[src/rtl/fighter_pkg.sv]
// -----------------------------------------------------------------------------
// fighter_pkg
// Shared constants and types for the fighter gameplay blocks: player body and
// attack hitbox geometry, health range, coordinate/edge widths and the
// hit-resolution FSM state encoding.
// -----------------------------------------------------------------------------
package fighter_pkg;

    localparam int BOX_W      = 60;   // player body width in pixels
    localparam int BOX_H      = 60;   // player body height in pixels
    localparam int ATK1_W     = 30;   // attack hitbox width
    localparam int ATK1_H     = 60;   // attack hitbox height
    localparam int MAX_HEALTH = 100;  // defender health after reset

    localparam int COORD_W  = 10;     // screen coordinate width
    localparam int EDGE_W   = 11;     // one extra bit so edge sums never wrap
    localparam int HEALTH_W = 7;

    typedef enum logic [1:0] {
        IDLE  = 2'd0,
        ARMED = 2'd1,
        SPENT = 2'd2,
        KO    = 2'd3
    } fsm_state_t;

endpackage

[src/rtl/box_overlap.sv]
// -----------------------------------------------------------------------------
// box_overlap
// Combinational intersection test of two axis-aligned boxes, each given as
// half-open intervals [lo, hi) on both axes. Boxes that only share an edge do
// not overlap; an empty interval (lo == hi) never overlaps anything.
//
// Ports
//   a_x_lo/a_x_hi/a_y_lo/a_y_hi : box A edges (EDGE_W bits, unsigned)
//   b_x_lo/b_x_hi/b_y_lo/b_y_hi : box B edges (EDGE_W bits, unsigned)
//   overlap                     : 1 when the boxes strictly intersect
// -----------------------------------------------------------------------------
module box_overlap
    import fighter_pkg::*;
(
    input  logic [EDGE_W-1:0] a_x_lo,
    input  logic [EDGE_W-1:0] a_x_hi,
    input  logic [EDGE_W-1:0] a_y_lo,
    input  logic [EDGE_W-1:0] a_y_hi,
    input  logic [EDGE_W-1:0] b_x_lo,
    input  logic [EDGE_W-1:0] b_x_hi,
    input  logic [EDGE_W-1:0] b_y_lo,
    input  logic [EDGE_W-1:0] b_y_hi,
    output logic              overlap
);

    logic x_hit;
    logic y_hit;

    always_comb begin
        x_hit   = (a_x_lo < b_x_hi) && (b_x_lo < a_x_hi);
        y_hit   = (a_y_lo < b_y_hi) && (b_y_lo < a_y_hi);
        overlap = x_hit && y_hit;
    end

endmodule

[src/rtl/hit_resolver.sv]
// -----------------------------------------------------------------------------
// hit_resolver
// Decides when an attacker's hitbox lands on the defender. One hit is allowed
// per continuous attack_active interval; a landed hit removes DAMAGE health,
// starts a hitstun (invulnerability) window of HITSTUN_FRAMES frames and
// drops into a sticky KO state once health reaches 0. All state advances only
// on frame ticks (SCEN), except hit_pulse which is a single-clk strobe.
//
// Ports
//   clk            : pixel clock
//   reset          : asynchronous active-high reset
//   SCEN           : one-clk frame-tick enable
//   hit_enable     : gates all hit evaluation
//   attack_active  : attacker hitbox is live
//   facing_right   : attacker facing direction
//   atk_x/atk_y    : attacker body top-left corner
//   def_x/def_y    : defender body top-left corner
//   hit_pulse      : one-clk pulse per landed hit
//   def_health     : defender health, 0..MAX_HEALTH
//   hitstun        : defender invulnerable
//   ko             : defender health reached 0 (sticky until reset)
// -----------------------------------------------------------------------------
module hit_resolver #(
    parameter int BOX_W          = fighter_pkg::BOX_W,
    parameter int BOX_H          = fighter_pkg::BOX_H,
    parameter int ATK1_W         = fighter_pkg::ATK1_W,
    parameter int ATK1_H         = fighter_pkg::ATK1_H,
    parameter int DAMAGE         = 10,
    parameter int MAX_HEALTH     = fighter_pkg::MAX_HEALTH,
    parameter int HITSTUN_FRAMES = 12
) (
    input  logic                               clk,
    input  logic                               reset,
    input  logic                               SCEN,
    input  logic                               hit_enable,
    input  logic                               attack_active,
    input  logic                               facing_right,
    input  logic [fighter_pkg::COORD_W-1:0]    atk_x,
    input  logic [fighter_pkg::COORD_W-1:0]    atk_y,
    input  logic [fighter_pkg::COORD_W-1:0]    def_x,
    input  logic [fighter_pkg::COORD_W-1:0]    def_y,
    output logic                               hit_pulse,
    output logic [fighter_pkg::HEALTH_W-1:0]   def_health,
    output logic                               hitstun,
    output logic                               ko
);

    import fighter_pkg::*;

    localparam int CNT_W = (HITSTUN_FRAMES < 1) ? 1 : $clog2(HITSTUN_FRAMES + 1);

    localparam logic [EDGE_W-1:0]   BOX_W_E   = EDGE_W'(BOX_W);
    localparam logic [EDGE_W-1:0]   BOX_H_E   = EDGE_W'(BOX_H);
    localparam logic [EDGE_W-1:0]   ATK1_W_E  = EDGE_W'(ATK1_W);
    localparam logic [EDGE_W-1:0]   ATK1_H_E  = EDGE_W'(ATK1_H);
    localparam logic [HEALTH_W-1:0] DAMAGE_H  = HEALTH_W'(DAMAGE);
    localparam logic [HEALTH_W-1:0] MAX_HP_H  = HEALTH_W'(MAX_HEALTH);
    localparam logic [CNT_W-1:0]    STUN_LOAD = CNT_W'(HITSTUN_FRAMES);

    // Health never wraps below zero.
    function automatic logic [HEALTH_W-1:0] sat_sub_health(
        input logic [HEALTH_W-1:0] health,
        input logic [HEALTH_W-1:0] dmg
    );
        return (health > dmg) ? (health - dmg) : '0;
    endfunction

    // ---------------- hitbox / hurtbox edges ----------------
    logic [EDGE_W-1:0] atk_x_e, atk_y_e, def_x_e, def_y_e;
    logic [EDGE_W-1:0] right_x_lo, right_x_hi;
    logic [EDGE_W-1:0] left_x_lo, left_x_hi;
    logic [EDGE_W-1:0] hit_y_lo, hit_y_hi;
    logic [EDGE_W-1:0] hurt_x_hi, hurt_y_hi;
    logic              overlap_right, overlap_left, overlap;

    always_comb begin
        atk_x_e    = {1'b0, atk_x};
        atk_y_e    = {1'b0, atk_y};
        def_x_e    = {1'b0, def_x};
        def_y_e    = {1'b0, def_y};
        right_x_lo = atk_x_e + BOX_W_E;
        right_x_hi = right_x_lo + ATK1_W_E;
        // Left-facing hitbox is clamped at the screen edge instead of wrapping.
        left_x_lo  = (atk_x_e < ATK1_W_E) ? '0 : (atk_x_e - ATK1_W_E);
        left_x_hi  = atk_x_e;
        hit_y_lo   = atk_y_e;
        hit_y_hi   = atk_y_e + ATK1_H_E;
        hurt_x_hi  = def_x_e + BOX_W_E;
        hurt_y_hi  = def_y_e + BOX_H_E;
    end

    box_overlap u_overlap_right (
        .a_x_lo  (right_x_lo),
        .a_x_hi  (right_x_hi),
        .a_y_lo  (hit_y_lo),
        .a_y_hi  (hit_y_hi),
        .b_x_lo  (def_x_e),
        .b_x_hi  (hurt_x_hi),
        .b_y_lo  (def_y_e),
        .b_y_hi  (hurt_y_hi),
        .overlap (overlap_right)
    );

    box_overlap u_overlap_left (
        .a_x_lo  (left_x_lo),
        .a_x_hi  (left_x_hi),
        .a_y_lo  (hit_y_lo),
        .a_y_hi  (hit_y_hi),
        .b_x_lo  (def_x_e),
        .b_x_hi  (hurt_x_hi),
        .b_y_lo  (def_y_e),
        .b_y_hi  (hurt_y_hi),
        .overlap (overlap_left)
    );

    assign overlap = facing_right ? overlap_right : overlap_left;

    // ---------------- FSM, health and hitstun ----------------
    fsm_state_t            state_q, state_d;
    logic [HEALTH_W-1:0]   health_q, health_d;
    logic [CNT_W-1:0]      stun_cnt_q, stun_cnt_d;
    logic                  hit_pulse_q, hit_pulse_d;
    logic                  stun_active;

    assign stun_active = (stun_cnt_q != '0);

    always_comb begin
        state_d     = state_q;
        health_d    = health_q;
        stun_cnt_d  = stun_cnt_q;
        hit_pulse_d = 1'b0;   // strobe clears on the clk after it was set

        if (SCEN) begin
            if (stun_active) begin
                stun_cnt_d = stun_cnt_q - CNT_W'(1);
            end

            case (state_q)
                IDLE: begin
                    if (attack_active) begin
                        state_d = ARMED;
                    end
                end
                ARMED: begin
                    if (!attack_active) begin
                        state_d = IDLE;
                    end else if (hit_enable && overlap && !stun_active) begin
                        hit_pulse_d = 1'b1;
                        health_d    = sat_sub_health(health_q, DAMAGE_H);
                        // Load overrides the decrement on the hit tick.
                        stun_cnt_d  = STUN_LOAD;
                        state_d     = (health_d == '0) ? KO : SPENT;
                    end
                end
                SPENT: begin
                    if (!attack_active) begin
                        state_d = IDLE;
                    end
                end
                KO: begin
                    state_d = KO;
                end
                default: begin
                    state_d = IDLE;
                end
            endcase
        end
    end

    always_ff @(posedge clk or posedge reset) begin
        if (reset) begin
            state_q     <= IDLE;
            health_q    <= MAX_HP_H;
            stun_cnt_q  <= '0;
            hit_pulse_q <= 1'b0;
        end else begin
            state_q     <= state_d;
            health_q    <= health_d;
            stun_cnt_q  <= stun_cnt_d;
            hit_pulse_q <= hit_pulse_d;
        end
    end

    assign hit_pulse  = hit_pulse_q;
    assign def_health = health_q;
    assign hitstun    = stun_active;
    assign ko         = (state_q == KO);

endmodule

[config.mk]
export PLATFORM = sky130hd
export DESIGN_NAME = hit_resolver
export DESIGN_NICKNAME = d
export VERILOG_FILES = /design/src/rtl/fighter_pkg.sv /design/src/rtl/box_overlap.sv /design/src/rtl/hit_resolver.sv
export SDC_FILE = /design/constraint.sdc
export NUM_CORES = 1
export LEC_CHECK = 0
export ABC_CLOCK_PERIOD_IN_PS = 2140
export BUFFER_PORTS_ARGS = -buffer_cell sky130_fd_sc_hd__buf_4
export CELL_PAD_IN_SITES_DETAIL_PLACEMENT = 0
export CELL_PAD_IN_SITES_GLOBAL_PLACEMENT = 2
export CORE_MARGIN = 8
export CORE_UTILIZATION = 30
export DETAILED_ROUTE_END_ITERATION = 7
export GPL_ROUTABILITY_DRIVEN = 0
export PLACE_DENSITY = 0.88
export SYNTH_ARGS = -nofsm -noshare
export SYNTH_HDL_FRONTEND = slang
export SYNTH_SLANG_ARGS = --single-unit
[constraint.sdc]
create_clock -name clk -period 2.14 [get_ports clk]
set_input_delay 0.535 -clock clk [delete_from_list [all_inputs] [get_ports clk]]
set_output_delay 0.535 -clock clk [all_outputs]
set_load 0.01 [all_outputs]
==> reports/metrics.cfg <==
[pwr]
switching_share=0.4017
peakVddDrop_mv=0.2279
p_sw_uw=839.7
power_frac_comb=0.696
power_frac_clock=0.125
p_total_uw=2090
pwr-share-seq=0.179
powerDensity_nw_per_um2=419.2
p_int_uw=1251
leakagePower_uw=0.002497

[sta]
fin_ws_ns=-1.326
slew_headroom=0.6362
finClkSkew_ns=0.001367
hold_violations=0
finalSetupViolCount=14
max_freq_mhz=288.5
period_needed_ns=3.466
fin_crit_sh=1.620
setup_tns_ns=-16.90
drv_slew=0
worst_slew_pin_slew_ns=0.5452
rsz0062_at_grt=true

[drt]
drt_pass1_iterations=4
drt_iter0_markers=117
wl_per_cell_um=13.82
wirelength_um=9897
via_per_inst=4.915
drc=0
ant_nets=0
dr_total_vias=3519

[cts]
postCtsHoldBufs=0
htreeDepth=1
clockBufferDepth=2
cts_sinks=14
tritoncts=yes
cts_buffers=3
root_buffer=clkbuf_8
worstSkewPairLatency_ns=0.25
clkTransAtPathRegs_ns=0.06

[die]
die_w_um=117.3
num_rows=37
fp.dieH_um=117.3
initial_utilization=0.3037
io_pins=56
die_area_sq_um=13760
design.core.area_sq_um=10140

[global_route]
antenna_found_initial=0
grt_pass1_vias=3882
grt_usage=0.1437
grt_pass1_wl_um=17210
grt_overflow_total=0
grt_max_degree=15

[placed_design]
dpl.hpwl_um=8519
portBuffers=55
place_ws_ns=-1.705
post-place-cells=703
post_dp_cell_area_sq_um=4717

[logic_synthesis]
synth_largest_area_cell=ha_1
yosys.area_share.simple=0.2426
synth_top_family_by_area=adder cells
synth-compound-area-share=0.1995
synthTopCellsByArea=ha_1, dfrtp_1, xnor2_1
ys.flop_type=dfrtp_1
synth_xor_area_frac=0.1048
synth_edf_count=0
synth_area_sq_um=3079
async_flop_share=1.000
yosysUniqueCellTypes=63
yosysWarnings=0
synth_cells=392
synth_fa_ha_area_frac=0.2641
yosysTopAreaCellShare=0.2641
syn-num-nets=503
yosysSeqAreaShare=0.1150
ys_ff_latch=14
synthMuxAreaShare=0.02357
synth.avg_cell_area_sq_um=7.855

[status]
violations=negative setup slack
status=finished with violations

[critical_path]
reg2reg_depth=10
crit_slowest_cell=a211o_2
crit_type=in2reg
required_ns=2.29
critPathLaunchType=input port
slowest_delay_ns=0.35
crit_path_end_kind=flip-flop
arrival_ns=3.61
cp_cell_sequence=buf_8 -> clkinvlp_4 -> ha_4 -> xor2_4 -> nor2_2 -> a211o_2 -> nor3_4 -> xnor2_1 -> ha_1 -> nand3_2 -> a21oi_2 -> a211oi_2 -> o31ai_4 -> a2111oi_4 -> buf_4 -> nand4_4 -> o41ai_2
critPathMaxFanout=6

[finish]
multiInputGateArea_sq_um=2810
drive_above_1_share=0.4379
fin_nets=692
final_cell_count_no_fill=716
fin_area_sq_um=4986
regArea_sq_um=354.1
num_antenna_cells=0
syn2layout_area_growth_pct=61.93
n_fill_cell=989

[hold_path]
hp-class=in2async

[run]
cap_violations=0

## worst max-delay path: cells and delay by family
family | cells | cell delay [ns]
AO/OA/AOI/OAI | 6 | 1.37
XOR/XNOR | 2 | 0.33
adder cells (fa/ha/maj) | 2 | 0.51
buffers and inverters | 3 | 0.41
AND/OR/NAND/NOR | 4 | 0.45
## cells in the mapped netlist, types with 2 or more instances
cell and count:
mux2_4 2, inv_1 33, o22ai_1 2, nand2b_1 3, clkbuf_1 2, o21ai_0 22
dfstp_2 3, and4_1 2, xor2_1 13, a31oi_1 2, and3_1 7, a2111oi_0 2
nand3_1 15, a21oi_1 29, dfrtp_1 11, ha_1 65, a211oi_2 2, nor3_1 14
a211oi_1 4, mux2i_1 2, a21o_1 6, or4_1 2, nor3b_1 3, o2111a_1 3
xnor2_1 22, nand4_1 6, o31ai_1 3, o21a_1 2, nand2_1 34, nand4b_1 2
nor2_1 35, nor4_1 4, nand3b_1 2, mux2_2 2, nor2b_1 3
## cell usage in the layout, fill, tap and decap left out, drive strengths merged, types with 4 or more instances in the layout
cell,n
nand4,7
ha,65
a21o,6
and3,8
xnor2,22
a211oi,6
nor3,14
nand2,35
o21ai,22
clkbuf,4
buf,189
a21oi,29
mux2,4
nor4,5
nor2,35
nand3,15
inv,32
xor2,14
dfrtp,11
## path summary, 6_finish.rpt
path	startpoint	end	slack (ns)
hold / removal	reset	def_health[0]$_DFFE_PP0P_	0.33
max in group asynchronous	reset	def_health[6]$_DFFE_PP1P_	1.44
setup / recovery	atk_x[3]	def_health[3]$_DFFE_PP0P_	-1.33
hold reg to reg	stun_cnt_q[0]$_DFFE_PP0P_	stun_cnt_q[0]$_DFFE_PP0P_	0.52
min in group clk	stun_cnt_q[0]$_DFFE_PP0P_	stun_cnt_q[0]$_DFFE_PP0P_	0.52
setup reg to reg	stun_cnt_q[0]$_DFFE_PP0P_	def_health[3]$_DFFE_PP0P_	-0.17
## power groups by stage
stage / combinational (uW) / clock (uW) / sequential (uW)
finish: 1450 / 262 / 374
global route: 1630 / 278 / 384
CTS: 1400 / 271 / 371
detailed placement: 1350 / 0 / 375
global placement: 1310 / 0 / 372
floorplan: 708 / 0 / 376
## flip-flops by register name, summed over array words and instances, names as in the netlist
name	count
def_health	7
state_q	2
hit_pulse	1
stun_cnt_q	4
## metal layers
| layer | global-route usage | wire length [um] | up-vias |
|---|---|---|---|
| met3 | 0.01823 | 320 | 17 |
| met4 | 0.04298 | 256 | 0 |
| met1 | 0.1597 | 4234 | 1632 |
| li1 | - | - | 1805 |
| met5 | 0 | 0 | - |
| met2 | 0.2755 | 5085 | 65 |
## cell type report
cell class              count  share of cell area
clock buffers               4             0.01104
repair buffers            189              0.2941
inverters                  33             0.02610
flip-flops and latches     14             0.07102
well taps                 136             0.03413
multi-input cells         340              0.5636
## metrics by stage
stage	hold slack, ns	util
2_1_floorplan	0.4221	-
5_1_grt	0.3767	0.4918
4_1_cts	0.3467	0.4792
3_3_place_gp	0.4795	0.4653
3_5_place_dp	0.4873	0.4653
6_report	0.3332	0.4918
## what timing repair did
| item | in CTS | in global routing |
|---|---|---|
| hold endpoints to repair | 0 | 0 |
| gates resized for setup | 13 | 29 |
| gates cloned | 0 | 0 |
| setup endpoints to repair | 14 | 15 |
| buffers inserted | 5 | 9 |
| pin swaps | 4 | 24 |
## cell families (layout without fill, tap and decap cells)
group | count (synthesis) | in the layout
AO/OA/AOI/OAI | 90 | 90
XOR/XNOR | 36 | 36
adder cells (fa/ha/maj) | 65 | 65
buffers and inverters | 38 | 226
flip-flops | 14 | 14
multiplexers | 6 | 6
AND/OR/NAND/NOR | 143 | 143
Power figures use the tool's default switching activity.
